## config.mk

```make
export PLATFORM = sky130hd
export DESIGN_NAME = rst_seq_xil7series_flat
export DESIGN_NICKNAME = d
export VERILOG_FILES = /design/src/rtl/rst_seq_xil7series_if.sv /design/src/rtl/rst_seq_xil7series.sv /design/src/flat_wrapper.sv
export SDC_FILE = /design/constraint.sdc
export NUM_CORES = 1
export LEC_CHECK = 0
export BUFFER_PORTS_ARGS = -buffer_cell sky130_fd_sc_hd__buf_4
export CORE_MARGIN = 4
export CORE_UTILIZATION = 45
export DETAILED_ROUTE_END_ITERATION = 16
export PLACE_DENSITY = 0.78
export SLEW_MARGIN = 25
export SYNTH_ARGS = -nofsm -noshare
export SYNTH_HDL_FRONTEND = slang
export SYNTH_SLANG_ARGS = --single-unit
```

## constraint.sdc

```tcl
create_clock -name io_clk_buf -period 1.7 [get_ports io_clk_buf]
set_input_delay 0.34 -clock io_clk_buf [delete_from_list [all_inputs] [get_ports io_clk_buf]]
set_output_delay 0.34 -clock io_clk_buf [all_outputs]
set_load 0.01 [all_outputs]
```

## src/rtl/rst_seq_xil7series_if.sv

```systemverilog
// rtl/rst_seq_xil7series_if.sv - lock/request inputs and sequenced reset outputs of the reset sequencer
interface rst_seq_xil7series_if;
  logic       pll_locked_i;
  logic       sw_rst_req_i;
  logic       rst_por_n_o;
  logic       rst_sys_n_o;
  logic       rst_periph_n_o;
  logic [2:0] seq_state_o;
  logic [1:0] rst_cause_o;

  modport master (
    input  pll_locked_i,
    input  sw_rst_req_i,
    output rst_por_n_o,
    output rst_sys_n_o,
    output rst_periph_n_o,
    output seq_state_o,
    output rst_cause_o
  );

  modport slave (
    output pll_locked_i,
    output sw_rst_req_i,
    input  rst_por_n_o,
    input  rst_sys_n_o,
    input  rst_periph_n_o,
    input  seq_state_o,
    input  rst_cause_o
  );
endinterface

```

## src/rtl/rst_seq_xil7series.sv

```systemverilog
// rtl/rst_seq_xil7series.sv - PLL-lock filtered, stretched, ordered POR/system/peripheral reset sequencer
module rst_seq_xil7series #(
  parameter int SYNC_STAGES    = 2,
  parameter int LOCK_FILTER    = 8,
  parameter int STRETCH_CYCLES = 16,
  parameter int STAGE_GAP      = 4
) (
  input  logic                 io_clk_buf,
  input  logic                 IO_RST_N,
  rst_seq_xil7series_if.master bus
);

  localparam int MAX_AB = (STRETCH_CYCLES > STAGE_GAP) ? STRETCH_CYCLES : STAGE_GAP;
  localparam int MAX_C  = (MAX_AB > LOCK_FILTER) ? MAX_AB : LOCK_FILTER;
  localparam int CW     = $clog2(MAX_C + 1);

  localparam logic [CW-1:0] FILT_MAX     = CW'(LOCK_FILTER);
  localparam logic [CW-1:0] STRETCH_LAST = CW'(STRETCH_CYCLES - 1);
  localparam logic [CW-1:0] GAP_LAST     = CW'(STAGE_GAP - 1);

  localparam logic [1:0] CAUSE_EXT  = 2'b00;
  localparam logic [1:0] CAUSE_LOCK = 2'b01;
  localparam logic [1:0] CAUSE_SW   = 2'b10;

  typedef enum logic [2:0] {
    ST_RESET     = 3'b000,
    ST_WAIT_LOCK = 3'b001,
    ST_STRETCH   = 3'b010,
    ST_REL_POR   = 3'b011,
    ST_REL_SYS   = 3'b100,
    ST_RUN       = 3'b101,
    ST_SW_RST    = 3'b110
  } state_t;

  logic [SYNC_STAGES-1:0] r_sync;
  logic [CW-1:0]          r_filt;
  logic [CW-1:0]          r_cnt;
  state_t                 r_state;
  logic [1:0]             r_cause;
  logic                   r_por_n;
  logic                   r_sys_n;
  logic                   r_periph_n;

  logic                   w_lock_s;
  logic                   w_lock_ok;
  state_t                 w_state_nxt;
  logic [CW-1:0]          w_cnt_nxt;
  logic [1:0]             w_cause_nxt;
  logic                   w_por_nxt;
  logic                   w_sys_nxt;
  logic                   w_periph_nxt;

  always_ff @(posedge io_clk_buf or negedge IO_RST_N) begin
    if (!IO_RST_N) begin
      r_sync <= '0;
    end else begin
      r_sync <= {r_sync[SYNC_STAGES-2:0], bus.pll_locked_i};
    end
  end

  assign w_lock_s = r_sync[SYNC_STAGES-1];

  // Any single low sample restarts the filter; lock is trusted only after an unbroken run.
  always_ff @(posedge io_clk_buf or negedge IO_RST_N) begin
    if (!IO_RST_N) begin
      r_filt <= '0;
    end else if (!w_lock_s) begin
      r_filt <= '0;
    end else if (r_filt != FILT_MAX) begin
      r_filt <= r_filt + 1'b1;
    end
  end

  assign w_lock_ok = (r_filt == FILT_MAX);

  always_ff @(posedge io_clk_buf or negedge IO_RST_N) begin
    if (!IO_RST_N) begin
      r_state    <= ST_RESET;
      r_cnt      <= '0;
      r_cause    <= CAUSE_EXT;
      r_por_n    <= 1'b0;
      r_sys_n    <= 1'b0;
      r_periph_n <= 1'b0;
    end else begin
      r_state    <= w_state_nxt;
      r_cnt      <= w_cnt_nxt;
      r_cause    <= w_cause_nxt;
      r_por_n    <= w_por_nxt;
      r_sys_n    <= w_sys_nxt;
      r_periph_n <= w_periph_nxt;
    end
  end

  always_comb begin
    w_state_nxt = r_state;
    w_cnt_nxt   = r_cnt;
    w_cause_nxt = r_cause;

    case (r_state)
      ST_RESET: begin
        w_state_nxt = ST_WAIT_LOCK;
      end
      ST_WAIT_LOCK: begin
        if (w_lock_ok) begin
          w_state_nxt = ST_STRETCH;
          w_cnt_nxt   = '0;
        end
      end
      ST_STRETCH: begin
        if (r_cnt == STRETCH_LAST) begin
          w_state_nxt = ST_REL_POR;
          w_cnt_nxt   = '0;
        end else begin
          w_cnt_nxt = r_cnt + 1'b1;
        end
      end
      ST_REL_POR: begin
        if (r_cnt == GAP_LAST) begin
          w_state_nxt = ST_REL_SYS;
          w_cnt_nxt   = '0;
        end else begin
          w_cnt_nxt = r_cnt + 1'b1;
        end
      end
      ST_REL_SYS: begin
        if (r_cnt == GAP_LAST) begin
          w_state_nxt = ST_RUN;
          w_cnt_nxt   = '0;
        end else begin
          w_cnt_nxt = r_cnt + 1'b1;
        end
      end
      ST_RUN: begin
        if (bus.sw_rst_req_i) begin
          w_state_nxt = ST_SW_RST;
          w_cnt_nxt   = '0;
          w_cause_nxt = CAUSE_SW;
        end
      end
      ST_SW_RST: begin
        if (r_cnt == STRETCH_LAST) begin
          w_state_nxt = ST_REL_POR;
          w_cnt_nxt   = '0;
        end else begin
          w_cnt_nxt = r_cnt + 1'b1;
        end
      end
      default: begin
        w_state_nxt = ST_RESET;
        w_cnt_nxt   = '0;
      end
    endcase

    // Lock loss overrides whatever the state decided, including a software request.
    if ((r_state != ST_RESET) && (r_state != ST_WAIT_LOCK) && !w_lock_ok) begin
      w_state_nxt = ST_WAIT_LOCK;
      w_cnt_nxt   = '0;
      w_cause_nxt = CAUSE_LOCK;
    end

    w_por_nxt    = (w_state_nxt == ST_REL_POR) || (w_state_nxt == ST_REL_SYS) ||
                   (w_state_nxt == ST_RUN)     || (w_state_nxt == ST_SW_RST);
    w_sys_nxt    = (w_state_nxt == ST_REL_SYS) || (w_state_nxt == ST_RUN);
    w_periph_nxt = (w_state_nxt == ST_RUN);
  end

  assign bus.rst_por_n_o    = r_por_n;
  assign bus.rst_sys_n_o    = r_sys_n;
  assign bus.rst_periph_n_o = r_periph_n;
  assign bus.seq_state_o    = r_state;
  assign bus.rst_cause_o    = r_cause;

endmodule

```

## src/flat_wrapper.sv

```systemverilog
// flat-port wrapper written by rule: the top's interface ports become plain ports
module rst_seq_xil7series_flat 
#(
  parameter int SYNC_STAGES    = 2,
  parameter int LOCK_FILTER    = 8,
  parameter int STRETCH_CYCLES = 16,
  parameter int STAGE_GAP      = 4
)
  (io_clk_buf, IO_RST_N, bus_pll_locked_i, bus_sw_rst_req_i, bus_rst_por_n_o, bus_rst_sys_n_o, bus_rst_periph_n_o, bus_seq_state_o, bus_rst_cause_o);
  rst_seq_xil7series_if bus_i ();
  input  logic io_clk_buf;
  input  logic IO_RST_N;
  input wire logic [$bits(bus_i.pll_locked_i)-1:0] bus_pll_locked_i;
  input wire logic [$bits(bus_i.sw_rst_req_i)-1:0] bus_sw_rst_req_i;
  output wire logic [$bits(bus_i.rst_por_n_o)-1:0] bus_rst_por_n_o;
  output wire logic [$bits(bus_i.rst_sys_n_o)-1:0] bus_rst_sys_n_o;
  output wire logic [$bits(bus_i.rst_periph_n_o)-1:0] bus_rst_periph_n_o;
  output wire logic [$bits(bus_i.seq_state_o)-1:0] bus_seq_state_o;
  output wire logic [$bits(bus_i.rst_cause_o)-1:0] bus_rst_cause_o;
  assign bus_i.pll_locked_i = bus_pll_locked_i;
  assign bus_i.sw_rst_req_i = bus_sw_rst_req_i;
  assign bus_rst_por_n_o = bus_i.rst_por_n_o;
  assign bus_rst_sys_n_o = bus_i.rst_sys_n_o;
  assign bus_rst_periph_n_o = bus_i.rst_periph_n_o;
  assign bus_seq_state_o = bus_i.seq_state_o;
  assign bus_rst_cause_o = bus_i.rst_cause_o;
  rst_seq_xil7series #(.SYNC_STAGES(SYNC_STAGES), .LOCK_FILTER(LOCK_FILTER), .STRETCH_CYCLES(STRETCH_CYCLES), .STAGE_GAP(STAGE_GAP)) u_core (.io_clk_buf(io_clk_buf), .IO_RST_N(IO_RST_N), .bus(bus_i));
endmodule
```

* Word-level counts from Yosys, hierarchy flattened
Cells that the tools add are included.
Storage, ports and cells: logic and storage cells 62, flip-flop bits (word level) 20, output and inout bits 8, input bits 4
Operators by class: $add $sub $neg 2, eq/ne operators 19, multiplexer cells 18, reduce and logical (&&, ||, !) cells 15
Operator list (number):
- 2-to-1 mux 5 bit | 7
- one-hot mux 5 bit (5 select lines) | 1
- equality test 3 bit (second input constant) | 6
- 2-to-1 mux 3 bit | 6
- one-hot mux 3 bit (6 select lines) | 1
- adder 5 x 1 -> 5 bit (second input constant) | 2
- equality test 5 x 4 -> 1 bit (second input constant) | 2
- equality test 3 x 2 -> 1 bit (second input constant) | 3
- 2-to-1 mux 2 bit | 3
- inequality test 3 x 1 -> 1 bit (second input constant) | 2
- equality test 5 x 2 -> 1 bit (second input constant) | 1
- inequality test 5 x 4 -> 1 bit (second input constant) | 1
- logical OR 1 bit | 4
- nonzero test 2 bit | 2
- OR reduction 2 bit | 2
- equality test 3 x 1 -> 1 bit (second input constant) | 1
- logical NOT 3 bit | 1
- inequality test 3 x 2 -> 1 bit (second input constant) | 1
- AND reduction 3 bit | 1
- nonzero test 3 bit | 1
- logical AND 1 bit | 2
- inequality test 2 x 1 -> 1 bit (second input constant) | 1
- inequality test 2 bit (second input constant) | 1
- AND reduction 2 bit | 1
- logical NOT 1 bit | 1

* Depth between registers and ports, before layout
word-level depth 8, gate-level depth with buffers 8, depth with buffers taken out 8

* Worst setup path after synthesis
No wires, ideal clock.
kind register to register, start point reg u_core.r_state[1] (netlist: u_core.bus.seq_state_o[1]), end point reg u_core.r_cnt[3], required time 1636 ps, clock period less this slack 1674 ps, slack 26 ps, buffers on the path 1, library setup time 64 ps, cell stages (with the launch flop) 6, data arrival time 1609 ps, path through dfrtp_1 -> buf_2 -> or3b_1 -> a21o_1 -> a2111oi_0 -> a221o_2
Between the ends: longest elaborated chain between the ends 5, elaborated cells on any way between the ends 19, classes of those cells eq/ne: 10; mux: 2; reduce/logical: 7
Ends and longest elaborated chain:
- start: declaration | RTL line rst_seq_xil7series.sv:38 | state_t r_state;
- start signal: assignment | RTL line rst_seq_xil7series.sv:85 | r_state <= w_state_nxt;
- inequality test 3 x 1 -> 1 bit or nonzero test 3 bit (tied branches) | RTL line rst_seq_xil7series.sv:155 | if ((r_state != ST_RESET) && (r_state != ST_WAIT_LOCK) && !w_lock_ok) begin
- logical AND 1 bit (2 in a row) | RTL line rst_seq_xil7series.sv:155
- inequality test 3 x 1 -> 1 bit (no source line) (tied with other cells)
- AND reduction 3 bit (no source line)
- end signal: assignment | RTL line rst_seq_xil7series.sv:86 | r_cnt <= w_cnt_nxt;
- end: declaration | RTL line rst_seq_xil7series.sv:37 | logic [CW-1:0] r_cnt;
Parallel ways exist; a longest one is shown, timed or not. A chain may end at the register's enable or synchronous reset.

* Worst setup path in the final report
start point reg u_core.r_filt[1], end point reg u_core.r_cnt[2]
Between the ends: longest elaborated chain between the ends 5, elaborated cells on any way between the ends 8, classes of those cells eq/ne: 4; mux: 1; reduce/logical: 3
Ends and longest elaborated chain:
- start: declaration | RTL line rst_seq_xil7series.sv:36 | logic [CW-1:0] r_filt;
- start signal: assignment | RTL line rst_seq_xil7series.sv:70 | r_filt <= r_filt + 1'b1;
- equality test 5 x 4 -> 1 bit (*) | RTL line rst_seq_xil7series.sv:74 | assign w_lock_ok = (r_filt == FILT_MAX);
- logical NOT 1 bit | RTL line rst_seq_xil7series.sv:155
- logical AND 1 bit | RTL line rst_seq_xil7series.sv:155
- inequality test 3 x 1 -> 1 bit (no source line) (tied with other cells)
- AND reduction 3 bit (no source line)
Every way passes the cells marked *; elsewhere a longest branch is shown, timed or not.

==> metrics.md <==
| Metric | Value |
|---|---|
| PnR worst setup slack | `-0.0121 ns` |
| Top-area cell type share of the netlist area | `a little under half` |
| Post-route ant nets | `0` |
| Status | `finished, violations left` |
| Fraction of registers with async set/reset | `between 90% and 100%` |
| Count of final hold-check violations | `0` |
| CP Data Arrival Time | `about 1.9 ns` |
| Final core occ | `73.2%` |
| Fill count | `between 150 and 200` |
| Root Driver | `clkbuf_4` |
| Crit-path leading delay family | `compound AO/OA/AOI/OAI gates` |
| Seq pwr share | `between 40% and 50%` |
| Die Width | `about 57 um` |
| Critical path buffers and inverters | `2` |
| CTS clk-pin slew, worst paths | `roughly 0.13 ns` |
| H-tree depth | `1` |
| Hold_sp | `bus_pll_locked_i` |
| Avg Cell Area, Syn | `10.1 um2` |
| Mapped cell area | `1100 um2` |
| CP startpoint kind | `flop` |
| Top FF cell, synth | `dfrtp_1` |
| Final Skew | `roughly 0.0058 ns` |
| Worst-Margin Slew | `roughly 0.30 ns` |
| Clk buf depth | `2` |
| HPWL Detailed | `between 1500 and 2000 um` |
| Worst slew margin | `between 70% and 80%` |
| Port bufs | `11` |
| Max-slew violations | `0` |
| CTS Sinks | `20` |
| Core area | `approximately 2300 um2` |
| Register area share after synthesis | `between 40 and 50%` |
| Library cells used by synthesis | `43` |
| Die height | `57.4 um` |
| # setup viols final | `2` |
| Number of DRC markers in iteration 0 | `30` |
| Yosys reg bits | `20` |
| Net Switching | `0.000230 W` |
| CP Launch Point | `u_core.r_filt[1]` |
| VDD IR max | `roughly 0.53 mV` |
| Tmin final | `about 1.7 ns` |
| Design area | `1670 um2` |
| Reg-to-Reg Start | `u_core.r_filt[1]` |
| Pwr dens | `roughly 600 nW/um2` |
| Total number of yosys warnings | `0` |
| LEAKAGE | `a little over 0.7 nW` |
| Pin count of the biggest net entering global routing | `21` |
| Required time worst endpoint | `~1.9 ns` |
| Hold Path Class | `in2reg` |
| WS Path Type | `reg2reg` |
| Area grow syn2layout | `51.8%` |
| Most used standard cell by instance count after synthesis | `dfrtp_1` |
| Dpl cell area | `between 1000 and 1500 um2` |
| Multi-input logic area | `742 um2` |
| Synth top area cells | `dfrtp_1 46%, ha_1 5.7%, nand2_1 3.4%, nand3_1 2.7%, inv_1 2.7%` |
| Ports | `12` |
| Crit end category | `flop` |
| Fin crit share | `101%` |
| Gpl congestion | `between 0.8 and 0.9` |
| Total GRT Usage | `17.8%` |
| Post-synth EDFFs | `0` |
| Clk pwr share | `roughly two fifths` |
| Slowest CP cell | `dfrtp_1` |
| Worst Path Max Fanout | `5` |
| Syn Inst Count | `~110` |
| Fin Setup TNS | `-0.0219 ns` |
| Fin nets | `158` |
| CTS tree | `yes` |
| Total grt overflow | `0` |
| Switching Share | `22.6%` |
| Initial antenna violation count | `0` |
| Peak Freq | `just under 600 MHz` |
| WL/cell | `about 17 um` |
| Clk Latency, worst-skew pair | `0.32 ns` |
| ANT cells | `0` |
| Failing checks | `negative setup slack` |
| Critical path cell sequence | `inv_2, ha_4, nand4bb_4, buf_6, o21ai_4, a21oi_4, a221o_2` |
| MaxCap Viol Count | `0` |
| First-pass GRT wire length | `about 4600 um` |
| Commonest cells post-synth | `20 x dfrtp_1, 10 x nand2_1, 8 x inv_1` |
| Cell Int Power | `between 0.0007 and 0.0008 W` |
| Number of global-route vias before repair | `948` |
| Drt first pass iters | `4` |
| Register Area | `between 500 and 600 um2` |
| # DRC | `0` |
| Share of layout cells above drive strength 1 | `about half` |
| Initial Util | `about half` |
| Die footprint | `about 3300 um2` |
| Yosys top cell by area | `dfrtp_1` |
| Cts bufs inserted | `3` |
| FP Rows | `17` |
| Drt via density | `5.69` |
| Routed WL | `a little over 3000 um` |
| Syn Nets | `roughly 120` |
| Via count | `between 1,000 and 1,500` |
| Gate power share | `between 10% and 20%` |
| RSZ-0062 raised after global routing | `true` |
| Largest stage delay, worst path | `a little over 0.4 ns` |
[state kept, by name (all words and copies together) (netlist names)]
register                   cells
u_core.bus.rst_cause_o         2
u_core.r_filt                  5
u_core.bus.rst_sys_n_o         1
u_core.r_cnt                   5
u_core.bus.rst_por_n_o         1
u_core.bus.rst_periph_n_o      1
u_core.r_sync                  2
u_core.bus.seq_state_o         3
[metrics by stage]
step                hold WS (ns)  setup slack, ns  std cells  total power [W]
floorplan                 0.0444           0.0264        109         0.000547
global placement           0.230          -0.0622        162         0.000593
detailed placement         0.232           -0.144        162         0.000596
CTS                        0.124         -0.00715        171          0.00101
global route               0.107          -0.0866        176          0.00104
finish                     0.111          -0.0121        176          0.00102
[placed cells by master, fill, tap and decap left out, drive strengths merged, types with 2 or more instances in the layout]
cell,instances
nand3b,2
a2111oi,2
and3,2
and2,4
buf,38
nand3,6
nor2,3
xnor2,2
ha,5
a2bb2oi,2
nor2b,2
clkbuf,3
nor3,2
a221o,2
inv,8
dfrtp,20
nand2,10
a21oi,4
a22o,2
o21ai,5
[area by class of cell]
| type | instances | area share [%] |
|---|---|---|
| timing repair buffer | 39 | 18.2 |
| sequential | 20 | 30.2 |
| multi-input combinational | 77 | 44.6 |
| inverter | 8 | 1.80 |
| clock buffer | 3 | 1.35 |
| clock inverter | 1 | 1.80 |
| tap | 28 | 2.10 |
[path summary, 6_finish.rpt]
check,end,slack [ns],depth (start not counted)
max in group asynchronous,u_core.r_cnt[3],1.06,2
max reg2reg,u_core.r_cnt[2],-0.01,7
min,u_core.r_sync[0],0.11,1
max,u_core.r_cnt[2],-0.01,7
min reg2reg,u_core.r_sync[1],0.37,0
min in group asynchronous,u_core.r_filt[2],0.41,2
[worst register-to-register path, cell delays in order, from the launching register on]
cell       delay (ns)
dfrtp_1          0.41
inv_2            0.08
ha_4             0.16
nand4bb_4        0.14
buf_6            0.16
o21ai_4          0.18
a21oi_4          0.10
a221o_2          0.39
[repair_timing]
action                     in CTS  in global routing
hold buffers                    1                  0
gates resized for setup        23                 19
pin swaps                       5                 13
setup endpoints to repair       7                  9
hold endpoints to repair       20                  0
buffers inserted                4                  5
[power by group through the flow]
stage / sequential [W] / combinational, W / clock (W)
6_report: 0.000504 / 0.000107 / 0.000407
5_1_grt: 0.000506 / 0.000116 / 0.000422
4_1_cts: 0.000504 / 0.000103 / 0.000399
3_5_place_dp: 0.000512 / 0.0000838 / 0
3_3_place_gp: 0.000512 / 0.0000803 / 0
2_1_floorplan: 0.000517 / 0.0000295 / 0
[routing by layer]
| layer | vias to the layer above | global-route usage (%) | routed length [um] |
|---|---|---|---|
| met3 | 5 | 3.39 | 140 |
| met4 | 0 | 3.97 | 44 |
| met1 | 490 | 23.5 | 1320 |
| met5 | - | 0 | 0 |
| met2 | 27 | 30.0 | 1560 |
| li1 | 480 | - | - |
[cell families (layout without fill, tap and decap cells)]
logic type | Yosys count | count (layout) | synth area share, %
and+or+nand+nor | 39 | 39 | 20.6
AOI/OAI and AO/OA | 29 | 29 | 20.4
DFF | 20 | 20 | 45.6
buffers and inverters | 12 | 51 | 4.22
adders and majority gates | 5 | 5 | 5.70
xor gates and xnor gates | 3 | 3 | 2.39
muxes | 1 | 1 | 1.03
Note: power is estimated with default switching activity, not from simulation.
